`config.mk`:
```
export PLATFORM = sky130hd
export DESIGN_NAME = int_arbiter_flat
export DESIGN_NICKNAME = d
export VERILOG_FILES = /design/src/rtl/int_arbiter_if.sv /design/src/rtl/int_arbiter.sv /design/src/flat_wrapper.sv
export SDC_FILE = /design/constraint.sdc
export NUM_CORES = 1
export LEC_CHECK = 0
export ABC_AREA = 1
export CAP_MARGIN = 25
export CORE_MARGIN = 1
export CORE_UTILIZATION = 30
export CTS_CLUSTER_DIAMETER = 200
export DETAILED_ROUTE_END_ITERATION = 6
export PLACE_DENSITY = 0.77
export SETUP_SLACK_MARGIN = 0.02
export SLEW_MARGIN = 20
export SYNTH_ARGS = -nofsm -noshare
export SYNTH_HDL_FRONTEND = slang
export SYNTH_SLANG_ARGS = --single-unit
export TNS_END_PERCENT = 5
```
`constraint.sdc`:
```
create_clock -name clk -period 1 [get_ports clk]
set_input_delay 0.15 -clock clk [delete_from_list [all_inputs] [get_ports clk]]
set_output_delay 0.15 -clock clk [all_outputs]
set_load 0.01 [all_outputs]
```
`src/rtl/int_arbiter_if.sv`:
```
// rtl/int_arbiter_if.sv - request/return, config and interrupt signal bundle for int_arbiter
//
// Signals:
//   irq        raw request lines, one per source, synchronous to clk
//   eret       return-from-exception decode, same signal fed to the PC unit
//   cfg_we     config register write strobe
//   cfg_addr   config register select
//   cfg_wdata  config write data
//   cfg_rdata  config read data, combinational from cfg_addr
//   int_out    one-cycle interrupt strobe into the PC unit INT input
//   cause      index of the source being serviced
//   in_service high while a handler is active
// Modports: master = CPU/peripheral side, slave = int_arbiter.
interface int_arbiter_if #(
    parameter int NUM_SRC = 4,
    parameter int IDW     = 2
);
    logic [NUM_SRC-1:0] irq;
    logic               eret;
    logic               cfg_we;
    logic [1:0]         cfg_addr;
    logic [31:0]        cfg_wdata;
    logic [31:0]        cfg_rdata;
    logic               int_out;
    logic [IDW-1:0]     cause;
    logic               in_service;

    modport master (
        output irq, eret, cfg_we, cfg_addr, cfg_wdata,
        input  cfg_rdata, int_out, cause, in_service
    );

    modport slave (
        input  irq, eret, cfg_we, cfg_addr, cfg_wdata,
        output cfg_rdata, int_out, cause, in_service
    );
endinterface

```
`src/rtl/int_arbiter.sv`:
```
// rtl/int_arbiter.sv - edge-latched multi-source interrupt arbiter ahead of the PC/EPC unit
//
// Ports:
//   clk    system clock, rising edge
//   reset  asynchronous, active-high
//   bus    int_arbiter_if.slave (irq, eret, cfg_we/addr/wdata/rdata, int_out, cause, in_service)
// Config map: 0 MASK (R/W), 1 STATUS bit0 gie (R/W), 2 PENDING (R, W1C),
//             3 CAUSE (RO: bit31 in_service, [IDW-1:0] cause).
// Build option: define INT_RR_EN for round-robin arbitration; default is
//               fixed priority, lowest index wins.
module int_arbiter #(
    parameter int NUM_SRC = 4,
    parameter int IDW     = 2
) (
    input  logic         clk,
    input  logic         reset,
    int_arbiter_if.slave bus
);
    localparam logic [0:0] IDLE    = 1'b0;
    localparam logic [0:0] SERVICE = 1'b1;

    logic [0:0]         state;
    logic [NUM_SRC-1:0] irq_q;
    logic [NUM_SRC-1:0] pending;
    logic [NUM_SRC-1:0] mask;
    logic               gie;
    logic [IDW-1:0]     cause_q;

    logic [NUM_SRC-1:0] rise;
    logic [NUM_SRC-1:0] elig;
    logic [NUM_SRC-1:0] grant_vec;
    logic [NUM_SRC-1:0] w1c_vec;
    logic [IDW-1:0]     winner;
    logic               grant;

    wire unused_wdata = &{1'b0, bus.cfg_wdata};

    assign rise  = bus.irq & ~irq_q;
    assign elig  = gie ? (pending & mask) : '0;
    assign grant = (state == IDLE) && (|elig);

`ifdef INT_RR_EN
    logic [IDW-1:0] rr_ptr;

    // Walk the offsets from the far end toward rr_ptr so the last hit
    // (the one nearest rr_ptr in wrap order) is the one that sticks.
    always_comb begin
        winner = '0;
        for (int k = NUM_SRC - 1; k >= 0; k--) begin
            logic [IDW:0] idx;
            idx = {1'b0, rr_ptr} + (IDW+1)'(k);
            if (idx >= (IDW+1)'(NUM_SRC))
                idx = idx - (IDW+1)'(NUM_SRC);
            if (elig[idx[IDW-1:0]])
                winner = idx[IDW-1:0];
        end
    end

    always_ff @(posedge clk or posedge reset) begin
        if (reset)
            rr_ptr <= '0;
        else if (grant)
            rr_ptr <= (winner == IDW'(NUM_SRC - 1)) ? '0 : winner + IDW'(1);
    end
`else
    // Descending scan: the lowest eligible index is assigned last and wins.
    always_comb begin
        winner = '0;
        for (int i = NUM_SRC - 1; i >= 0; i--) begin
            if (elig[i])
                winner = IDW'(i);
        end
    end
`endif

    assign grant_vec = grant ? (NUM_SRC'(1) << winner) : '0;
    assign w1c_vec   = (bus.cfg_we && bus.cfg_addr == 2'd2) ? bus.cfg_wdata[NUM_SRC-1:0] : '0;

    always_ff @(posedge clk or posedge reset) begin
        if (reset) begin
            irq_q   <= '0;
            pending <= '0;
            mask    <= '0;
            gie     <= 1'b0;
            state   <= IDLE;
            cause_q <= '0;
        end else begin
            irq_q <= bus.irq;
            // A fresh edge beats a same-cycle grant or W1C clear.
            pending <= (pending & ~(grant_vec | w1c_vec)) | rise;
            if (bus.cfg_we && bus.cfg_addr == 2'd0)
                mask <= bus.cfg_wdata[NUM_SRC-1:0];
            if (bus.cfg_we && bus.cfg_addr == 2'd1)
                gie <= bus.cfg_wdata[0];
            case (state)
                IDLE: begin
                    if (grant) begin
                        state   <= SERVICE;
                        cause_q <= winner;
                    end
                end
                default: begin
                    if (bus.eret)
                        state <= IDLE;
                end
            endcase
        end
    end

    assign bus.int_out    = grant;
    assign bus.cause      = cause_q;
    assign bus.in_service = (state == SERVICE);

    always_comb begin
        bus.cfg_rdata = '0;
        case (bus.cfg_addr)
            2'd0:    bus.cfg_rdata = 32'(mask);
            2'd1:    bus.cfg_rdata = {31'b0, gie};
            2'd2:    bus.cfg_rdata = 32'(pending);
            default: bus.cfg_rdata = {(state == SERVICE), {(31-IDW){1'b0}}, cause_q};
        endcase
    end
endmodule

```
`src/flat_wrapper.sv`:
```
// flat-port wrapper written by rule: the top's interface ports become plain ports
module int_arbiter_flat 
#(
    parameter int NUM_SRC = 4,
    parameter int IDW     = 2
)
  (clk, reset, bus_irq, bus_eret, bus_cfg_we, bus_cfg_addr, bus_cfg_wdata, bus_cfg_rdata, bus_int_out, bus_cause, bus_in_service);
  int_arbiter_if #(.NUM_SRC(NUM_SRC), .IDW(IDW)) bus_i ();
  input  logic clk;
  input  logic reset;
  input wire logic [$bits(bus_i.irq)-1:0] bus_irq;
  input wire logic [$bits(bus_i.eret)-1:0] bus_eret;
  input wire logic [$bits(bus_i.cfg_we)-1:0] bus_cfg_we;
  input wire logic [$bits(bus_i.cfg_addr)-1:0] bus_cfg_addr;
  input wire logic [$bits(bus_i.cfg_wdata)-1:0] bus_cfg_wdata;
  output wire logic [$bits(bus_i.cfg_rdata)-1:0] bus_cfg_rdata;
  output wire logic [$bits(bus_i.int_out)-1:0] bus_int_out;
  output wire logic [$bits(bus_i.cause)-1:0] bus_cause;
  output wire logic [$bits(bus_i.in_service)-1:0] bus_in_service;
  assign bus_i.irq = bus_irq;
  assign bus_i.eret = bus_eret;
  assign bus_i.cfg_we = bus_cfg_we;
  assign bus_i.cfg_addr = bus_cfg_addr;
  assign bus_i.cfg_wdata = bus_cfg_wdata;
  assign bus_cfg_rdata = bus_i.cfg_rdata;
  assign bus_int_out = bus_i.int_out;
  assign bus_cause = bus_i.cause;
  assign bus_in_service = bus_i.in_service;
  int_arbiter #(.NUM_SRC(NUM_SRC), .IDW(IDW)) u_core (.clk(clk), .reset(reset), .bus(bus_i));
endmodule
```
==> results.json, run 1 <==
{
  "status": "complete, but fails checks",
  "violations": "negative setup slack",
  "slew_violations": 0,
  "drc": 0,
  "final_cell_count_no_fill": 212,
  "placementRows": 20,
  "path_cells": "buf_12, nand3_2, nand2_2, o21ai_4, inv_2, buf_6",
  "grt_util_all_layers_pct": 13.40,
  "setup_viol": 16,
  "fin_worst_skew_ns": 0.001640,
  "min_period_over_period_pct": 146.2,
  "ys_ff_latch": 16,
  "num-nets-final": 212,
  "drt_wl_total_mm": 2.135,
  "end_kind": "primary output",
  "cp-startpoint": "u_core.gie",
  "layout-drive-gt1-share_pct": 33.33,
  "numPortBuffers": 22,
  "dp_cells": 206,
  "syn_to_final_growth_pct": 47.66,
  "ctsLongestPathBuffers": 2,
  "period_needed_ns": 1.462,
  "cp-start-kind": "register",
  "worstSetupEndpoint": "bus_int_out",
  "initial_utilization_pct": 32.07,
  "fillers": 311,
  "ant_nets": 0,
  "hpwl_mm": 1.612,
  "htree_levels": 1,
  "die_h_um": 59.37,
  "power.switching_uw": 902.2,
  "netlist_instances": 120,
  "vias_per_cell": 3.915,
  "dr_wl_met3_um": 127,
  "cts_sinks": 16,
  "fin_util_pct": 47.36,
  "ios": 78,
  "core_area_um2": 3078,
  "ys_warn_count": 0,
  "irDropWorstVdd_mv": 0.6832,
  "cts_buffers": 3,
  "syn_area_per_cell_um2": 8.227,
  "layout_setup_ws_ns": -0.4624,
  "seq_area_um2": 401.6,
  "synthFlopType": "dfrtp_1",
  "cts-root-buf": "clkbuf_4",
  "power_leakage_uw": 0.0007313,
  "cp.required_ns": 0.85,
  "wl_met2_mm": 1.098,
  "synth-async-reset-ratio_pct": 100.0,
  "layout_common_cells": "conb_1, nand2_1, buf_4, dfrtp_1, inv_1",
  "worstRegToRegCells": 9,
  "timing.rr.start": "u_core.gie",
  "critPathSlowestCell": "dfrtp_2",
  "routed.top_layer": "met4",
  "combPwrFrac_pct": 51.3,
  "worstHoldPathType": "input port to async pin",
  "sequentialPowerShare_pct": 35.7,
  "final_common_cell": "conb_1",
  "critPathMaxStageDelay_ns": 0.44,
  "multi_input_area_um2": 498.0,
  "cts_tree": "done",
  "drt_iter0_drc": 32,
  "p_sw_share_pct": 35.29,
  "antenna_found_initial": 0,
  "critPathKind": "register to primary output",
  "seq_area_frac_synth_pct": 40.56,
  "drv_cap": 0,
  "dr.pass1.iters": 4,
  "rsz0062_at_grt": "true",
  "wl_per_cell_um": 10.07,
  "synth_edf_count": 0,
  "fmaxAchievable_mhz": 683.8,
  "yosysUniqueCellTypes": 20,
  "grt_pass1_wl_mm": 3.456,
  "die_area_um2": 3524,
  "power_density_nw_per_um2": 1754,
  "synthesis.area_um2": 987.2,
  "die_w_um": 59.37,
  "vias": 830,
  "crit_fanout": 4,
  "p_int_uw": 1654,
  "clockPowerShare_pct": 13.1,
  "cts_hold_buf": 0,
  "gr-total-overflow": 0,
  "finalHoldViolCount": 0,
  "arrival_ns": 1.31,
  "clk_pin_slew_ns": 0.09,
  "diodes": 0,
  "gp_congestion": 0.8358,
  "worstSkewPairLatency_ns": 0.28,
  "grt_pass1_vias": 798,
  "rr_endpoint": "u_core.bus.cause[1]",
  "rrSetupSlack_ns": -0.43,
  "met1_length_um": 898,
  "grt_max_degree": 17
}
==> timing repair <==
item,4_1_cts,5_1_grt
setup endpoints to repair,20,18
gates cloned,0,0
setup buffers,2,1
pin swaps,5,4
endpoints found under the hold margin,0,0
resized for setup,54,7
==> power by group through the flow <==
stage | sequential (uW) | combinational [uW] | clock [uW]
CTS | 894 | 1240 | 355
global route | 929 | 1430 | 385
detailed placement | 890 | 1110 | 0
global placement | 882 | 1090 | 0
finish | 912 | 1310 | 334
floorplan | 918 | 498 | 0
==> layout make-up <==
cell class | count | area share (%)
multi-input combinational | 86 | 34.16
timing repair buffer | 46 | 28.58
sequential | 16 | 27.55
inverter | 17 | 4.378
tap | 44 | 3.777
clock buffer | 3 | 1.545
==> state kept, by name, indices dropped and copies added, names as in the netlist <==
| name | count |
|---|---|
| u_core.bus.in_service | 1 |
| u_core.irq_q | 4 |
| u_core.mask | 4 |
| u_core.bus.cause | 2 |
| u_core.gie | 1 |
| u_core.pending | 4 |
==> routing by layer <==
metal  vias up  global-route usage, %
li1        429                      -
met1       366                  15.28
met2        33                  23.76
met3         2                  4.585
met4         0                  3.401
met5         -                      0
==> worst min path at each step <==
stage | start | endpoint | slack (ns) | cells past startpoint
4_1_cts | reset | u_core.irq_q[2] | 0.16 | 3
3_5_place_dp | u_core.irq_q[0] | u_core.pending[0] | 0.41 | 1
2_1_floorplan | reset | u_core.bus.cause[0] | 0.06 | 1
6_report | reset | u_core.mask[0] | 0.16 | 3
3_3_place_gp | u_core.irq_q[0] | u_core.pending[0] | 0.40 | 1
5_1_grt | reset | u_core.mask[1] | 0.19 | 3
==> cell usage after synthesis (2+ instances only) <==
cell,n,area (um2)
o21ai_2,2,17.52
buf_4,27,202.7
inv_2,2,7.510
nor2_1,2,7.510
a22o_1,2,17.52
nand2_1,24,90.09
o21ai_1,6,30.03
nand3_2,3,30.03
nand3_1,5,25.02
inv_1,15,56.30
o21ai_0,8,40.04
dfrtp_1,16,400.4
==> worst max-delay path, delay by kind of cell, from the launching register on <==
family	cells	cell delay (ns)
DFF	1	0.44
and+or+nand+nor	2	0.14
buffers and inverters	3	0.30
AOI/OAI and AO/OA	1	0.14
==> stage by stage <==
step | TNS [ns] | setup WS, ns | power (uW) | hold WS [ns] | cell area, um2
after detailed placement | -9.385 | -0.8523 | 1999 | 0.4067 | 1325
after CTS | -3.457 | -0.4814 | 2489 | 0.1570 | 1413
after floorplan | -0.1980 | -0.05156 | 1416 | 0.06374 | 1095
final | -3.473 | -0.4624 | 2556 | 0.1589 | 1458
after global routing | -4.419 | -0.5158 | 2744 | 0.1869 | 1458
after global placement | -8.888 | -0.8038 | 1972 | 0.3971 | 1325
==> logic make-up (layout without fill, tap and decap cells) <==
kind of cell,after synthesis,in the layout,synth area share (%)
other cells,1,27,0.3799
flops,16,16,40.56
buf+inv,44,66,27.00
compound gates,20,20,12.30
simple gates,39,39,19.77
Power figures use the tool's default switching activity.
==> inputs of run 2 (changes only) <==
--- a/config.mk
+++ b/config.mk
@@ -6,11 +6,13 @@
 export NUM_CORES = 1
 export LEC_CHECK = 0
 export ABC_AREA = 1
+export ABC_CLOCK_PERIOD_IN_PS = 1000
 export CAP_MARGIN = 25
 export CORE_MARGIN = 1
 export CORE_UTILIZATION = 30
 export CTS_CLUSTER_DIAMETER = 200
 export DETAILED_ROUTE_END_ITERATION = 6
+export GPL_ROUTABILITY_DRIVEN = 0
 export PLACE_DENSITY = 0.77
 export SETUP_SLACK_MARGIN = 0.02
 export SLEW_MARGIN = 20
==> results of run 2 <==
The final DEF is identical to that of run 1; final timing and power are the same.
